## config.mk

```make
export PLATFORM = sky130hd
export DESIGN_NAME = hazard_ctrl_flat
export DESIGN_NICKNAME = d
export VERILOG_FILES = /design/src/rtl/hazard_ctrl_if.sv /design/src/rtl/hazard_ctrl.sv /design/src/flat_wrapper.sv
export SDC_FILE = /design/constraint.sdc
export NUM_CORES = 1
export LEC_CHECK = 0
export BUFFER_PORTS_ARGS = -buffer_cell sky130_fd_sc_hd__buf_2
export CORE_UTILIZATION = 40
export CTS_CLUSTER_SIZE = 25
export DETAILED_ROUTE_END_ITERATION = 12
export PLACE_DENSITY = 0.77
export SETUP_SLACK_MARGIN = 0.3
export SLEW_MARGIN = 20
export SYNTH_ARGS = -nofsm -noshare
export SYNTH_HDL_FRONTEND = slang
export SYNTH_SLANG_ARGS = --single-unit
```

## constraint.sdc

```tcl
create_clock -name clk -period 1.7 [get_ports clk]
set_input_delay 0.085 -clock clk [delete_from_list [all_inputs] [get_ports clk]]
set_output_delay 0.085 -clock clk [all_outputs]
set_load 0.02 [all_outputs]
```

## src/rtl/hazard_ctrl_if.sv

```systemverilog
`default_nettype none
// ============================================================================
// Module      : hazard_ctrl_if
// Description : Pipeline-state and hazard-control bundle exchanged between
//               the 5-stage datapath (master) and the hazard unit (slave).
// Revision    : 1.0 - initial release
// ============================================================================
interface hazard_ctrl_if #(
  parameter int RW = 5
);
  // D stage
  logic [RW-1:0] rsD;
  logic [RW-1:0] rtD;
  logic          branchD;
  // E stage
  logic [RW-1:0] rsE;
  logic [RW-1:0] rtE;
  logic [RW-1:0] writeregE;
  logic          regwriteE;
  logic          memtoregE;
  logic          cp0_to_regE;
  logic [1:0]    hilo_readE;
  logic          div_startE;
  // M stage
  logic [RW-1:0] writeregM;
  logic          regwriteM;
  logic          memtoregM;
  logic [1:0]    hilo_writeM;
  logic [31:0]   excepttypeM;
  logic [31:0]   cp0_epcM;
  // W stage
  logic [RW-1:0] writeregW;
  logic          regwriteW;
  logic [1:0]    hilo_writeW;
  // memory wait requests
  logic          imem_stall;
  logic          dmem_stall;
  // forwarding selects
  logic [1:0]    forwardaD;
  logic [1:0]    forwardbD;
  logic [1:0]    forwardaE;
  logic [1:0]    forwardbE;
  logic [1:0]    forward_hiloE;
  // stage holds and bubbles
  logic          stallF;
  logic          stallD;
  logic          stallE;
  logic          stallM;
  logic          stallW;
  logic          flushD;
  logic          flushE;
  logic          flushM;
  logic          flushW;
  // divider and redirect control
  logic          div_busy;
  logic          div_cancel;
  logic          pc_redirect;
  logic [31:0]   newpc;

  // datapath side
  modport master (
    output rsD, rtD, branchD,
    output rsE, rtE, writeregE, regwriteE, memtoregE, cp0_to_regE,
    output hilo_readE, div_startE,
    output writeregM, regwriteM, memtoregM, hilo_writeM, excepttypeM, cp0_epcM,
    output writeregW, regwriteW, hilo_writeW,
    output imem_stall, dmem_stall,
    input  forwardaD, forwardbD, forwardaE, forwardbE, forward_hiloE,
    input  stallF, stallD, stallE, stallM, stallW,
    input  flushD, flushE, flushM, flushW,
    input  div_busy, div_cancel, pc_redirect, newpc
  );

  // hazard unit side
  modport slave (
    input  rsD, rtD, branchD,
    input  rsE, rtE, writeregE, regwriteE, memtoregE, cp0_to_regE,
    input  hilo_readE, div_startE,
    input  writeregM, regwriteM, memtoregM, hilo_writeM, excepttypeM, cp0_epcM,
    input  writeregW, regwriteW, hilo_writeW,
    input  imem_stall, dmem_stall,
    output forwardaD, forwardbD, forwardaE, forwardbE, forward_hiloE,
    output stallF, stallD, stallE, stallM, stallW,
    output flushD, flushE, flushM, flushW,
    output div_busy, div_cancel, pc_redirect, newpc
  );
endinterface
`default_nettype wire

```

## src/rtl/hazard_ctrl.sv

```systemverilog
`default_nettype none
// ============================================================================
// Module      : hazard_ctrl
// Description : Hazard unit for the 5-stage MIPS pipeline. Produces GPR and
//               HI/LO forwarding selects, prioritised stall/flush controls,
//               a cycle-counted divider stall and a registered exception
//               redirect (newpc / pc_redirect).
// Revision    : 1.0 - initial release
// ============================================================================
module hazard_ctrl #(
  parameter int          RW        = 5,
  parameter int          DIV_LAT   = 34,
  parameter logic [31:0] EXC_VEC   = 32'hBFC0_0380,
  parameter logic [31:0] ERET_CODE = 32'h0000_000E
) (
  input  wire logic     clk,
  input  wire logic     resetn,
  hazard_ctrl_if.slave  hz
);

  // Counter only has to hold DIV_LAT-1, which always fits in clog2(DIV_LAT) bits.
  localparam int                 c_cnt_w    = (DIV_LAT > 2) ? $clog2(DIV_LAT) : 1;
  localparam logic [c_cnt_w-1:0] c_cnt_load = c_cnt_w'(DIV_LAT - 1);
  localparam logic [c_cnt_w-1:0] c_cnt_one  = c_cnt_w'(1);

  typedef enum logic [1:0] {
    RUN   = 2'd0,
    DIV   = 2'd1,
    REDIR = 2'd2
  } state_t;

  state_t             r_state;
  logic [c_cnt_w-1:0] r_cnt;
  logic [31:0]        r_newpc;
  logic               r_pc_redirect;

  logic       w_exc;
  logic       w_div_start;
  logic       w_div_active;
  logic       w_ldstall;
  logic       w_brstall;
  logic       w_ldbr;
  logic       w_br_e_hit;
  logic       w_br_m_hit;
  logic [1:0] w_fwd_a_d;
  logic [1:0] w_fwd_b_d;
  logic [1:0] w_fwd_a_e;
  logic [1:0] w_fwd_b_e;
  logic [1:0] w_fwd_hilo;
  logic       w_stall_f;
  logic       w_stall_d;
  logic       w_stall_e;
  logic       w_stall_m;
  logic       w_stall_w;
  logic       w_flush_d;
  logic       w_flush_e;
  logic       w_flush_m;
  logic       w_flush_w;
  logic       w_div_cancel;

  // D-stage operand source: E beats M beats W; register 0 is never forwarded.
  function automatic logic [1:0] fwd_d(
    input logic [RW-1:0] src,
    input logic          we_e, input logic [RW-1:0] wr_e,
    input logic          we_m, input logic [RW-1:0] wr_m,
    input logic          we_w, input logic [RW-1:0] wr_w
  );
    logic [1:0] sel;
    sel = 2'b00;
    if (src != '0) begin
      if (we_e && (wr_e == src))      sel = 2'b01;
      else if (we_m && (wr_m == src)) sel = 2'b10;
      else if (we_w && (wr_w == src)) sel = 2'b11;
    end
    return sel;
  endfunction

  // E-stage operand source: M (10) beats W (01).
  function automatic logic [1:0] fwd_e(
    input logic [RW-1:0] src,
    input logic          we_m, input logic [RW-1:0] wr_m,
    input logic          we_w, input logic [RW-1:0] wr_w
  );
    logic [1:0] sel;
    sel = 2'b00;
    if (src != '0) begin
      if (we_m && (wr_m == src))      sel = 2'b10;
      else if (we_w && (wr_w == src)) sel = 2'b01;
    end
    return sel;
  endfunction

  // Forwarding selects for GPR operands and HI/LO reads.
  always_comb begin
    w_fwd_a_d = fwd_d(hz.rsD, hz.regwriteE, hz.writeregE, hz.regwriteM, hz.writeregM,
                      hz.regwriteW, hz.writeregW);
    w_fwd_b_d = fwd_d(hz.rtD, hz.regwriteE, hz.writeregE, hz.regwriteM, hz.writeregM,
                      hz.regwriteW, hz.writeregW);
    w_fwd_a_e = fwd_e(hz.rsE, hz.regwriteM, hz.writeregM, hz.regwriteW, hz.writeregW);
    w_fwd_b_e = fwd_e(hz.rtE, hz.regwriteM, hz.writeregM, hz.regwriteW, hz.writeregW);
    // Only the half (HI or LO) actually read in E matters for the match.
    w_fwd_hilo = 2'b00;
    if ((hz.hilo_readE & hz.hilo_writeM) != 2'b00)      w_fwd_hilo = 2'b01;
    else if ((hz.hilo_readE & hz.hilo_writeW) != 2'b00) w_fwd_hilo = 2'b10;
  end

  // Hazard detection and stall-source qualification.
  always_comb begin
    w_ldstall  = ((hz.rsD == hz.rtE) || (hz.rtD == hz.rtE)) && (hz.rtE != '0) &&
                 (hz.memtoregE || hz.cp0_to_regE);
    w_br_e_hit = hz.regwriteE && (hz.writeregE != '0) &&
                 ((hz.writeregE == hz.rsD) || (hz.writeregE == hz.rtD));
    w_br_m_hit = hz.memtoregM && (hz.writeregM != '0) &&
                 ((hz.writeregM == hz.rsD) || (hz.writeregM == hz.rtD));
    w_brstall  = hz.branchD && (w_br_e_hit || w_br_m_hit);
    w_ldbr     = w_ldstall || w_brstall;
    // M is already flushed while redirecting, so its exception code is stale.
    w_exc       = (hz.excepttypeM != 32'h0) && (r_state != REDIR);
    w_div_start = (r_state == RUN) && hz.div_startE && !w_exc && !hz.dmem_stall;
    w_div_active = (r_state == DIV) || w_div_start;
  end

  // Prioritised stall/flush selection; everything quiet while in reset.
  always_comb begin
    w_stall_f    = 1'b0;
    w_stall_d    = 1'b0;
    w_stall_e    = 1'b0;
    w_stall_m    = 1'b0;
    w_stall_w    = 1'b0;
    w_flush_d    = 1'b0;
    w_flush_e    = 1'b0;
    w_flush_m    = 1'b0;
    w_flush_w    = 1'b0;
    w_div_cancel = 1'b0;
    if (resetn) begin
      if (w_exc) begin
        w_flush_d    = 1'b1;
        w_flush_e    = 1'b1;
        w_flush_m    = 1'b1;
        w_div_cancel = (r_state == DIV);
      end else if (hz.dmem_stall) begin
        w_stall_f = 1'b1;
        w_stall_d = 1'b1;
        w_stall_e = 1'b1;
        w_stall_m = 1'b1;
        w_flush_w = 1'b1;
      end else if (w_div_active) begin
        w_stall_f = 1'b1;
        w_stall_d = 1'b1;
        w_stall_e = 1'b1;
        w_flush_m = 1'b1;
      end else if (hz.imem_stall) begin
        w_stall_f = 1'b1;
        // A concurrent load/branch hazard holds D, so the bubble moves to E.
        if (w_ldbr) begin
          w_stall_d = 1'b1;
          w_flush_e = 1'b1;
        end else begin
          w_flush_d = 1'b1;
        end
      end else if (w_ldbr) begin
        w_stall_f = 1'b1;
        w_stall_d = 1'b1;
        w_flush_e = 1'b1;
      end
      // The instruction fetched on the old path must not enter D.
      if (r_state == REDIR) w_flush_d = 1'b1;
    end
  end

  // Control FSM: divider occupancy counter and exception redirect target.
  always_ff @(posedge clk or negedge resetn) begin
    if (!resetn) begin
      r_state       <= RUN;
      r_cnt         <= '0;
      r_newpc       <= 32'h0;
      r_pc_redirect <= 1'b0;
    end else begin
      case (r_state)
        RUN: begin
          if (w_exc) begin
            r_state       <= REDIR;
            r_pc_redirect <= 1'b1;
            r_newpc       <= (hz.excepttypeM == ERET_CODE) ? hz.cp0_epcM : EXC_VEC;
          end else if (w_div_start) begin
            r_state <= DIV;
            r_cnt   <= c_cnt_load;
          end
        end
        DIV: begin
          if (w_exc) begin
            r_state       <= REDIR;
            r_cnt         <= '0;
            r_pc_redirect <= 1'b1;
            r_newpc       <= (hz.excepttypeM == ERET_CODE) ? hz.cp0_epcM : EXC_VEC;
          end else if (!hz.dmem_stall) begin
            if (r_cnt == c_cnt_one) begin
              r_state <= RUN;
              r_cnt   <= '0;
            end else begin
              r_cnt <= r_cnt - c_cnt_one;
            end
          end
        end
        REDIR: begin
          if (!hz.imem_stall) begin
            r_state       <= RUN;
            r_pc_redirect <= 1'b0;
          end
        end
        default: begin
          r_state       <= RUN;
          r_cnt         <= '0;
          r_pc_redirect <= 1'b0;
        end
      endcase
    end
  end

  assign hz.forwardaD     = w_fwd_a_d;
  assign hz.forwardbD     = w_fwd_b_d;
  assign hz.forwardaE     = w_fwd_a_e;
  assign hz.forwardbE     = w_fwd_b_e;
  assign hz.forward_hiloE = w_fwd_hilo;
  assign hz.stallF        = w_stall_f;
  assign hz.stallD        = w_stall_d;
  assign hz.stallE        = w_stall_e;
  assign hz.stallM        = w_stall_m;
  assign hz.stallW        = w_stall_w;
  assign hz.flushD        = w_flush_d;
  assign hz.flushE        = w_flush_e;
  assign hz.flushM        = w_flush_m;
  assign hz.flushW        = w_flush_w;
  assign hz.div_busy      = resetn && w_div_active;
  assign hz.div_cancel    = w_div_cancel;
  assign hz.pc_redirect   = r_pc_redirect;
  assign hz.newpc         = r_newpc;

endmodule
`default_nettype wire

```

## src/flat_wrapper.sv

```systemverilog
// flat-port wrapper written by rule: the top's interface ports become plain ports
module hazard_ctrl_flat 
#(
  parameter int          RW        = 5,
  parameter int          DIV_LAT   = 34,
  parameter logic [31:0] EXC_VEC   = 32'hBFC0_0380,
  parameter logic [31:0] ERET_CODE = 32'h0000_000E
)
  (clk, resetn, hz_rsD, hz_rtD, hz_branchD, hz_rsE, hz_rtE, hz_writeregE, hz_regwriteE, hz_memtoregE, hz_cp0_to_regE, hz_hilo_readE, hz_div_startE, hz_writeregM, hz_regwriteM, hz_memtoregM, hz_hilo_writeM, hz_excepttypeM, hz_cp0_epcM, hz_writeregW, hz_regwriteW, hz_hilo_writeW, hz_imem_stall, hz_dmem_stall, hz_forwardaD, hz_forwardbD, hz_forwardaE, hz_forwardbE, hz_forward_hiloE, hz_stallF, hz_stallD, hz_stallE, hz_stallM, hz_stallW, hz_flushD, hz_flushE, hz_flushM, hz_flushW, hz_div_busy, hz_div_cancel, hz_pc_redirect, hz_newpc);
  hazard_ctrl_if #(.RW(RW)) hz_i ();
  input  wire logic clk;
  input  wire logic resetn;
  input wire logic [$bits(hz_i.rsD)-1:0] hz_rsD;
  input wire logic [$bits(hz_i.rtD)-1:0] hz_rtD;
  input wire logic [$bits(hz_i.branchD)-1:0] hz_branchD;
  input wire logic [$bits(hz_i.rsE)-1:0] hz_rsE;
  input wire logic [$bits(hz_i.rtE)-1:0] hz_rtE;
  input wire logic [$bits(hz_i.writeregE)-1:0] hz_writeregE;
  input wire logic [$bits(hz_i.regwriteE)-1:0] hz_regwriteE;
  input wire logic [$bits(hz_i.memtoregE)-1:0] hz_memtoregE;
  input wire logic [$bits(hz_i.cp0_to_regE)-1:0] hz_cp0_to_regE;
  input wire logic [$bits(hz_i.hilo_readE)-1:0] hz_hilo_readE;
  input wire logic [$bits(hz_i.div_startE)-1:0] hz_div_startE;
  input wire logic [$bits(hz_i.writeregM)-1:0] hz_writeregM;
  input wire logic [$bits(hz_i.regwriteM)-1:0] hz_regwriteM;
  input wire logic [$bits(hz_i.memtoregM)-1:0] hz_memtoregM;
  input wire logic [$bits(hz_i.hilo_writeM)-1:0] hz_hilo_writeM;
  input wire logic [$bits(hz_i.excepttypeM)-1:0] hz_excepttypeM;
  input wire logic [$bits(hz_i.cp0_epcM)-1:0] hz_cp0_epcM;
  input wire logic [$bits(hz_i.writeregW)-1:0] hz_writeregW;
  input wire logic [$bits(hz_i.regwriteW)-1:0] hz_regwriteW;
  input wire logic [$bits(hz_i.hilo_writeW)-1:0] hz_hilo_writeW;
  input wire logic [$bits(hz_i.imem_stall)-1:0] hz_imem_stall;
  input wire logic [$bits(hz_i.dmem_stall)-1:0] hz_dmem_stall;
  output wire logic [$bits(hz_i.forwardaD)-1:0] hz_forwardaD;
  output wire logic [$bits(hz_i.forwardbD)-1:0] hz_forwardbD;
  output wire logic [$bits(hz_i.forwardaE)-1:0] hz_forwardaE;
  output wire logic [$bits(hz_i.forwardbE)-1:0] hz_forwardbE;
  output wire logic [$bits(hz_i.forward_hiloE)-1:0] hz_forward_hiloE;
  output wire logic [$bits(hz_i.stallF)-1:0] hz_stallF;
  output wire logic [$bits(hz_i.stallD)-1:0] hz_stallD;
  output wire logic [$bits(hz_i.stallE)-1:0] hz_stallE;
  output wire logic [$bits(hz_i.stallM)-1:0] hz_stallM;
  output wire logic [$bits(hz_i.stallW)-1:0] hz_stallW;
  output wire logic [$bits(hz_i.flushD)-1:0] hz_flushD;
  output wire logic [$bits(hz_i.flushE)-1:0] hz_flushE;
  output wire logic [$bits(hz_i.flushM)-1:0] hz_flushM;
  output wire logic [$bits(hz_i.flushW)-1:0] hz_flushW;
  output wire logic [$bits(hz_i.div_busy)-1:0] hz_div_busy;
  output wire logic [$bits(hz_i.div_cancel)-1:0] hz_div_cancel;
  output wire logic [$bits(hz_i.pc_redirect)-1:0] hz_pc_redirect;
  output wire logic [$bits(hz_i.newpc)-1:0] hz_newpc;
  assign hz_i.rsD = hz_rsD;
  assign hz_i.rtD = hz_rtD;
  assign hz_i.branchD = hz_branchD;
  assign hz_i.rsE = hz_rsE;
  assign hz_i.rtE = hz_rtE;
  assign hz_i.writeregE = hz_writeregE;
  assign hz_i.regwriteE = hz_regwriteE;
  assign hz_i.memtoregE = hz_memtoregE;
  assign hz_i.cp0_to_regE = hz_cp0_to_regE;
  assign hz_i.hilo_readE = hz_hilo_readE;
  assign hz_i.div_startE = hz_div_startE;
  assign hz_i.writeregM = hz_writeregM;
  assign hz_i.regwriteM = hz_regwriteM;
  assign hz_i.memtoregM = hz_memtoregM;
  assign hz_i.hilo_writeM = hz_hilo_writeM;
  assign hz_i.excepttypeM = hz_excepttypeM;
  assign hz_i.cp0_epcM = hz_cp0_epcM;
  assign hz_i.writeregW = hz_writeregW;
  assign hz_i.regwriteW = hz_regwriteW;
  assign hz_i.hilo_writeW = hz_hilo_writeW;
  assign hz_i.imem_stall = hz_imem_stall;
  assign hz_i.dmem_stall = hz_dmem_stall;
  assign hz_forwardaD = hz_i.forwardaD;
  assign hz_forwardbD = hz_i.forwardbD;
  assign hz_forwardaE = hz_i.forwardaE;
  assign hz_forwardbE = hz_i.forwardbE;
  assign hz_forward_hiloE = hz_i.forward_hiloE;
  assign hz_stallF = hz_i.stallF;
  assign hz_stallD = hz_i.stallD;
  assign hz_stallE = hz_i.stallE;
  assign hz_stallM = hz_i.stallM;
  assign hz_stallW = hz_i.stallW;
  assign hz_flushD = hz_i.flushD;
  assign hz_flushE = hz_i.flushE;
  assign hz_flushM = hz_i.flushM;
  assign hz_flushW = hz_i.flushW;
  assign hz_div_busy = hz_i.div_busy;
  assign hz_div_cancel = hz_i.div_cancel;
  assign hz_pc_redirect = hz_i.pc_redirect;
  assign hz_newpc = hz_i.newpc;
  hazard_ctrl #(.RW(RW), .DIV_LAT(DIV_LAT), .EXC_VEC(EXC_VEC), .ERET_CODE(ERET_CODE)) u_core (.clk(clk), .resetn(resetn), .hz(hz_i));
endmodule
```

=== After elaboration in Yosys (flattened, before gate mapping) ===
Index checks and enable logic that the tools add are counted.

* Bitwise operators: 3
* Muxes and demuxes: 66
* Reductions and logical operators: 46
* Equality and inequality tests: 24
* Add/sub/neg operators: 1

{| class="wikitable"
|+ Operators by type and width
! operator !! count
|-
| 5-bit equality test || 12
|-
| 2-bit two-way mux || 20
|-
| 1-bit two-way mux || 37
|-
| 32-bit by 4-bit equality test with 1-bit output, second input constant || 1
|-
| 32-bit two-way mux || 1
|-
| 32-bit nonzero test || 1
|-
| 6-bit two-way mux || 5
|-
| 5-bit nonzero test || 6
|-
| 1-bit logical AND || 22
|-
| 6-bit case mux with 3 select lines || 1
|-
| 4-bit AND reduction || 2
|-
| 1-bit logical OR || 7
|-
| 6-bit by 1-bit equality test with 1-bit output, second input constant || 1
|-
| 2-bit inequality test, second input constant || 3
|-
| 3-bit by 2-bit inequality test with 1-bit output, second input constant || 2
|-
| 2-bit case mux with 3 select lines || 1
|-
| 6-bit by 1-bit subtractor with 6-bit output, second input constant || 1
|-
| 2-bit AND || 2
|-
| 2-bit by 1-bit inequality test with 1-bit output, second input constant || 2
|-
| 2-bit AND reduction || 2
|-
| 2-bit nonzero test || 2
|-
| 3-bit by 1-bit inequality test with 1-bit output, second input constant || 1
|-
| 2-bit by 1-bit equality test with 1-bit output, second input constant || 1
|-
| 2-bit equality test, second input constant || 1
|-
| other kinds (5) || 6
|}

* Register bits after elaboration: 41
* Logic and storage cells: 144
* Input port bits: 117

=== Depth between registers and ports, before layout ===
* Depth after elaboration: 13
* Depth in mapped cells: 7
* Depth with buffers taken out: 7

=== Worst setup path before layout ===
OpenSTA, ideal clock, no wires.

* Kind: input to output
* Start: input port hz_excepttypeM[8]
* End: output port hz_stallM
* Path buffers: 1
* Data required time: 1.615 ns
* Setup slack: -0.356 ns
* Stages on the path: 7
* Data arrival time: 1.971 ns
* Path through: nor4_1 -> nand2_1 -> or4_4 -> nor2_2 -> o21ai_0 -> nor2_1 -> buf_4

* Longest elaborated chain between the ends: 4

{| class="wikitable"
|+ RTL lines
! item !! line !! source
|-
| from (decl) || flat_wrapper.sv:28 || <nowiki>input wire logic [$bits(hz_i.excepttypeM)-1:0] hz_excepttypeM;</nowiki>
|-
| 32-bit nonzero test || hazard_ctrl.sv:118 || <nowiki>w_exc = (hz.excepttypeM != 32'h0) && (r_state != REDIR);</nowiki>
|-
| 1-bit logical AND || hazard_ctrl.sv:118 ||
|-
| 1-bit two-way mux (2 in series) || -- ||
|-
| to (decl) || flat_wrapper.sv:43 || <nowiki>output wire logic [$bits(hz_i.stallM)-1:0] hz_stallM;</nowiki>
|}

Every way passes these cells.

=== Final worst setup path ===
* Start: input port hz_excepttypeM[7]
* End: output port hz_flushD

* Longest elaborated chain between the ends: 11

{| class="wikitable"
|+ RTL lines
! item !! line !! source
|-
| 32-bit nonzero test (*) || hazard_ctrl.sv:118 ||
|-
| 1-bit logical AND (*) || hazard_ctrl.sv:118 ||
|-
| 1-bit logical NOT || hazard_ctrl.sv:119 || <nowiki>w_div_start = (r_state == RUN) && hz.div_startE && !w_exc && !hz.dmem_stall;</nowiki>
|-
| 1-bit logical AND (2 in series) || hazard_ctrl.sv:119 ||
|-
| 1-bit logical OR || hazard_ctrl.sv:120 || <nowiki>w_div_active = (r_state == DIV) || w_div_start;</nowiki>
|-
| 1-bit two-way mux || hazard_ctrl.sv:147 || <nowiki>end else if (w_div_active) begin</nowiki>
|-
| 1-bit two-way mux || hazard_ctrl.sv:141 || <nowiki>end else if (hz.dmem_stall) begin</nowiki>
|-
| 1-bit two-way mux (*) || hazard_ctrl.sv:136 || <nowiki>if (w_exc) begin</nowiki>
|-
| 1-bit two-way mux (*) || hazard_ctrl.sv:167 || <nowiki>if (r_state == REDIR) w_flush_d = 1'b1;</nowiki>
|-
| 1-bit two-way mux (*) || hazard_ctrl.sv:135 || <nowiki>if (resetn) begin</nowiki>
|-
| to (decl) || flat_wrapper.sv:45 || <nowiki>output wire logic [$bits(hz_i.flushD)-1:0] hz_flushD;</nowiki>
|}

Mark *: on every way between the ends. The rest lies on a longest branch, timed or not.

==> results.cfg <==
[floorplan]
dieArea_sq_um = 7650
chipWidth_um = 87.4
fp-row-count = 30
start_util = 0.423
io_pins = 171
die_y_um = 87.4
core_area_sq_um = 6910

[logic_synthesis]
ys_seq_elements = 41
async_flop_share = 1.00
synthMostInstantiatedCell = dfrtp_1
syn_area_sq_um = 2920
ys_top_cells_by_count = dfrtp_1 (41), xnor2_1 (31), xor2_1 (29)
ys_warn_count = 0
synthFlopType = dfrtp_1
synth_nets = 438
post-synth-top-area-cell = dfrtp_1
synth_seq_area_share = 0.351
synth_enable_flop_cells = 0
synthCells = 319
yosysTopAreaCellShare = 0.351
syn_avg_cell_area_sq_um = 9.15
synth_area_leaders = dfrtp_1 (35%), xnor2_1 (9.3%), xor2_1 (8.7%), a22o_1 (6.6%), o22a_1 (3.6%)
synthDistinctLibCells = 51

[critical_path]
end_kind = output port
crit_type = primary input to output port
worstReg2RegEnd = u_core.r_cnt[5]
startpoint_type = primary input
reg2reg_slack_ps = 0
crit-reg2reg-launch = u_core.r_cnt[4]
critical_path.max_fanout = 4
cp.required_ps = 1620
timing.critical_path.from = hz_excepttypeM[7]
reg2regPathDepth = 6
crit_arrival_ps = 1830

[timing]
fin_crit_ps = 1920
tightest_slew_ps = 530
setup_viol = 28
fmax_mhz = 522
hold_violations = 0
maxSlewHeadroom = 0.645
clock_skew_ps = 11.0
setup_ws_ps = -217
finalSetupTns_ps = -2880
rsz0062_at_grt = true
fin_hold_ws_ps = 3.04
slew_violations = 0
fin_crit_sh = 1.13

[global_route]
gr-total-overflow = 0
grt_pass1_wl_mm = 14.3
grt_max_degree = 22
grtUsageTotal = 0.242
antenna_found_initial = 0
grt_pass1_vias = 3176

[routing]
dr.pass1.iters = 4
drc_errors = 0
wire_per_inst_um = 16.0
drtIter0Drc = 110
wirelength_mm = 9.95
viasPerCell = 5.38
drtAntennaViolNets = 0
vias = 3336

[clocking]
cts_tree = yes
clockBufferDepth = 2
cts.clk_slew.worst_paths_ps = 90
htree_levels = 2
numClockSinks = 41
cts-root-buf = clkbuf_8
cts_made_buffers = 5
worstSkewPairLatency_ps = 300

[pwr]
combPwrFrac = 0.437
p_per_area_nw_per_um2 = 598
swShare = 0.363
seqPwrFrac = 0.351
ir_drop_v = 0.000578
p_int_mw = 1.86
clkPwrFrac = 0.212
p_sw_mw = 1.06
power.leakage_nw = 2.26

[min_path]
hp-start = hz_cp0_epcM[14]
whs_endpoint = u_core.hz.newpc[14]
min_delay_path_depth = 2
hp-class = primary input to flop

[run]
max_cap_violations = 0

[layout]
drive_gt1_frac = 0.544
area_growth_pct = 67.0
nets = 642
antenna_cells = 0

[place]
dp_hpwl_mm = 7.31
port_buffers = 169
gp_congestion = 0.908

[outcome]
status = complete, but fails checks
violations = setup timing
==> power by group through the flow <==
stage / registers (mW) / clock network (mW) / logic, mW
after detailed placement: 1.04 / 0 / 1.02
after floorplan: 1.05 / 0 / 0.635
after global placement: 1.04 / 0 / 1.00
final: 1.02 / 0.618 / 1.27
after CTS: 1.02 / 0.636 / 1.08
after global routing: 1.02 / 0.668 / 1.36
==> worst max path at each step <==
| stage | to | slack [ps] | depth (start not counted) |
|---|---|---|---|
| after global routing | hz_flushD | -310 | 8 |
| after floorplan | u_core.r_cnt[0] | -110 | 6 |
| after detailed placement | hz_flushD | -310 | 8 |
| final | hz_flushD | -220 | 8 |
| after CTS | hz_flushD | -230 | 8 |
| after global placement | hz_flushD | -270 | 8 |
==> routing by layer <==
| metal | GRT usage | wire length, um | vias up | share of wire |
|---|---|---|---|---|
| li1 | - | - | 1561 | - |
| met5 | 0 | 0 | - | 0 |
| met2 | 0.429 | 5180 | 148 | 0.52 |
| met3 | 0.0408 | 541 | 25 | 0.054 |
| met4 | 0.0954 | 252 | 0 | 0.025 |
| met1 | 0.292 | 3980 | 1602 | 0.40 |
==> registers in the layout (all words and copies together) (netlist names) <==
signal / flops
u_core.r_cnt: 6
u_core.hz.pc_redirect: 1
u_core.hz.newpc: 32
u_core.r_state: 2
==> worst max-delay path: stages <==
cell and delay (ps):
buf_6 100, nor4_4 270, nand2_2 90, or4_4 560, nor2_4 210, a311oi_4 140, a41o_1 240, buf_6 140
==> timing repair <==
item,4_1_cts,5_1_grt
endpoints found under the setup margin,52,57
hold buffers,4,1
endpoints found under the hold margin,12,1
gates resized for setup,44,43
pin swaps,20,22
gates cloned,2,2
setup buffers,12,4
==> final cells by class <==
type	instances	area, sq um
flip-flops and latches	41	1030
clock buffers	5	68.8
fillers	556	2030
clock inverters	3	17.5
multi-input cells	242	2070
well taps	96	120
inverters	6	22.5
repair buffers	227	1550
==> through the flow <==
stage | setup slack (ps) | instances | area (sq um) | utilization | total power, mW
after floorplan | -114 | 319 | 3120 | - | 1.68
after global placement | -266 | 587 | 4190 | 0.606 | 2.04
after detailed placement | -308 | 587 | 4190 | 0.606 | 2.06
after CTS | -233 | 613 | 4640 | 0.672 | 2.74
after global routing | -305 | 620 | 4880 | 0.706 | 3.06
final | -217 | 620 | 4880 | 0.706 | 2.91
==> cells in the final DEF, fill, tap and decap left out, types with 3 or more instances in the layout <==
master,Yosys,final
a21oi_2,0,3
a22o_1,22,22
buf_12,0,3
buf_2,4,142
buf_4,2,49
buf_6,0,23
clkbuf_8,0,5
dfrtp_1,41,41
dlygate4sd3_1,0,5
inv_1,6,5
nand2_1,20,14
nand2_2,0,4
nand3_1,12,12
nand4_1,3,3
nor2_1,25,21
nor2_2,2,3
nor2_4,0,3
nor3_1,13,9
nor3_2,0,4
nor4_1,10,3
nor4_2,0,3
nor4_4,2,6
o22a_1,12,12
or4_1,4,4
xnor2_1,31,28
xnor2_2,0,3
xor2_1,29,29
==> cell families (layout without fill, tap and decap cells) <==
kind of cell | Yosys count | in the layout | synth area share
AOI/OAI and AO/OA | 69 | 69 | 0.200
xor gates and xnor gates | 60 | 60 | 0.180
adders and majority gates | 2 | 2 | 0.00857
buffers and inverters | 36 | 241 | 0.0506
DFF | 41 | 41 | 0.351
muxes | 1 | 1 | 0.00514
other | 1 | 1 | 0.00128
and+or+nand+nor | 109 | 109 | 0.204
No activity file was read; power rests on OpenSTA's default activity.
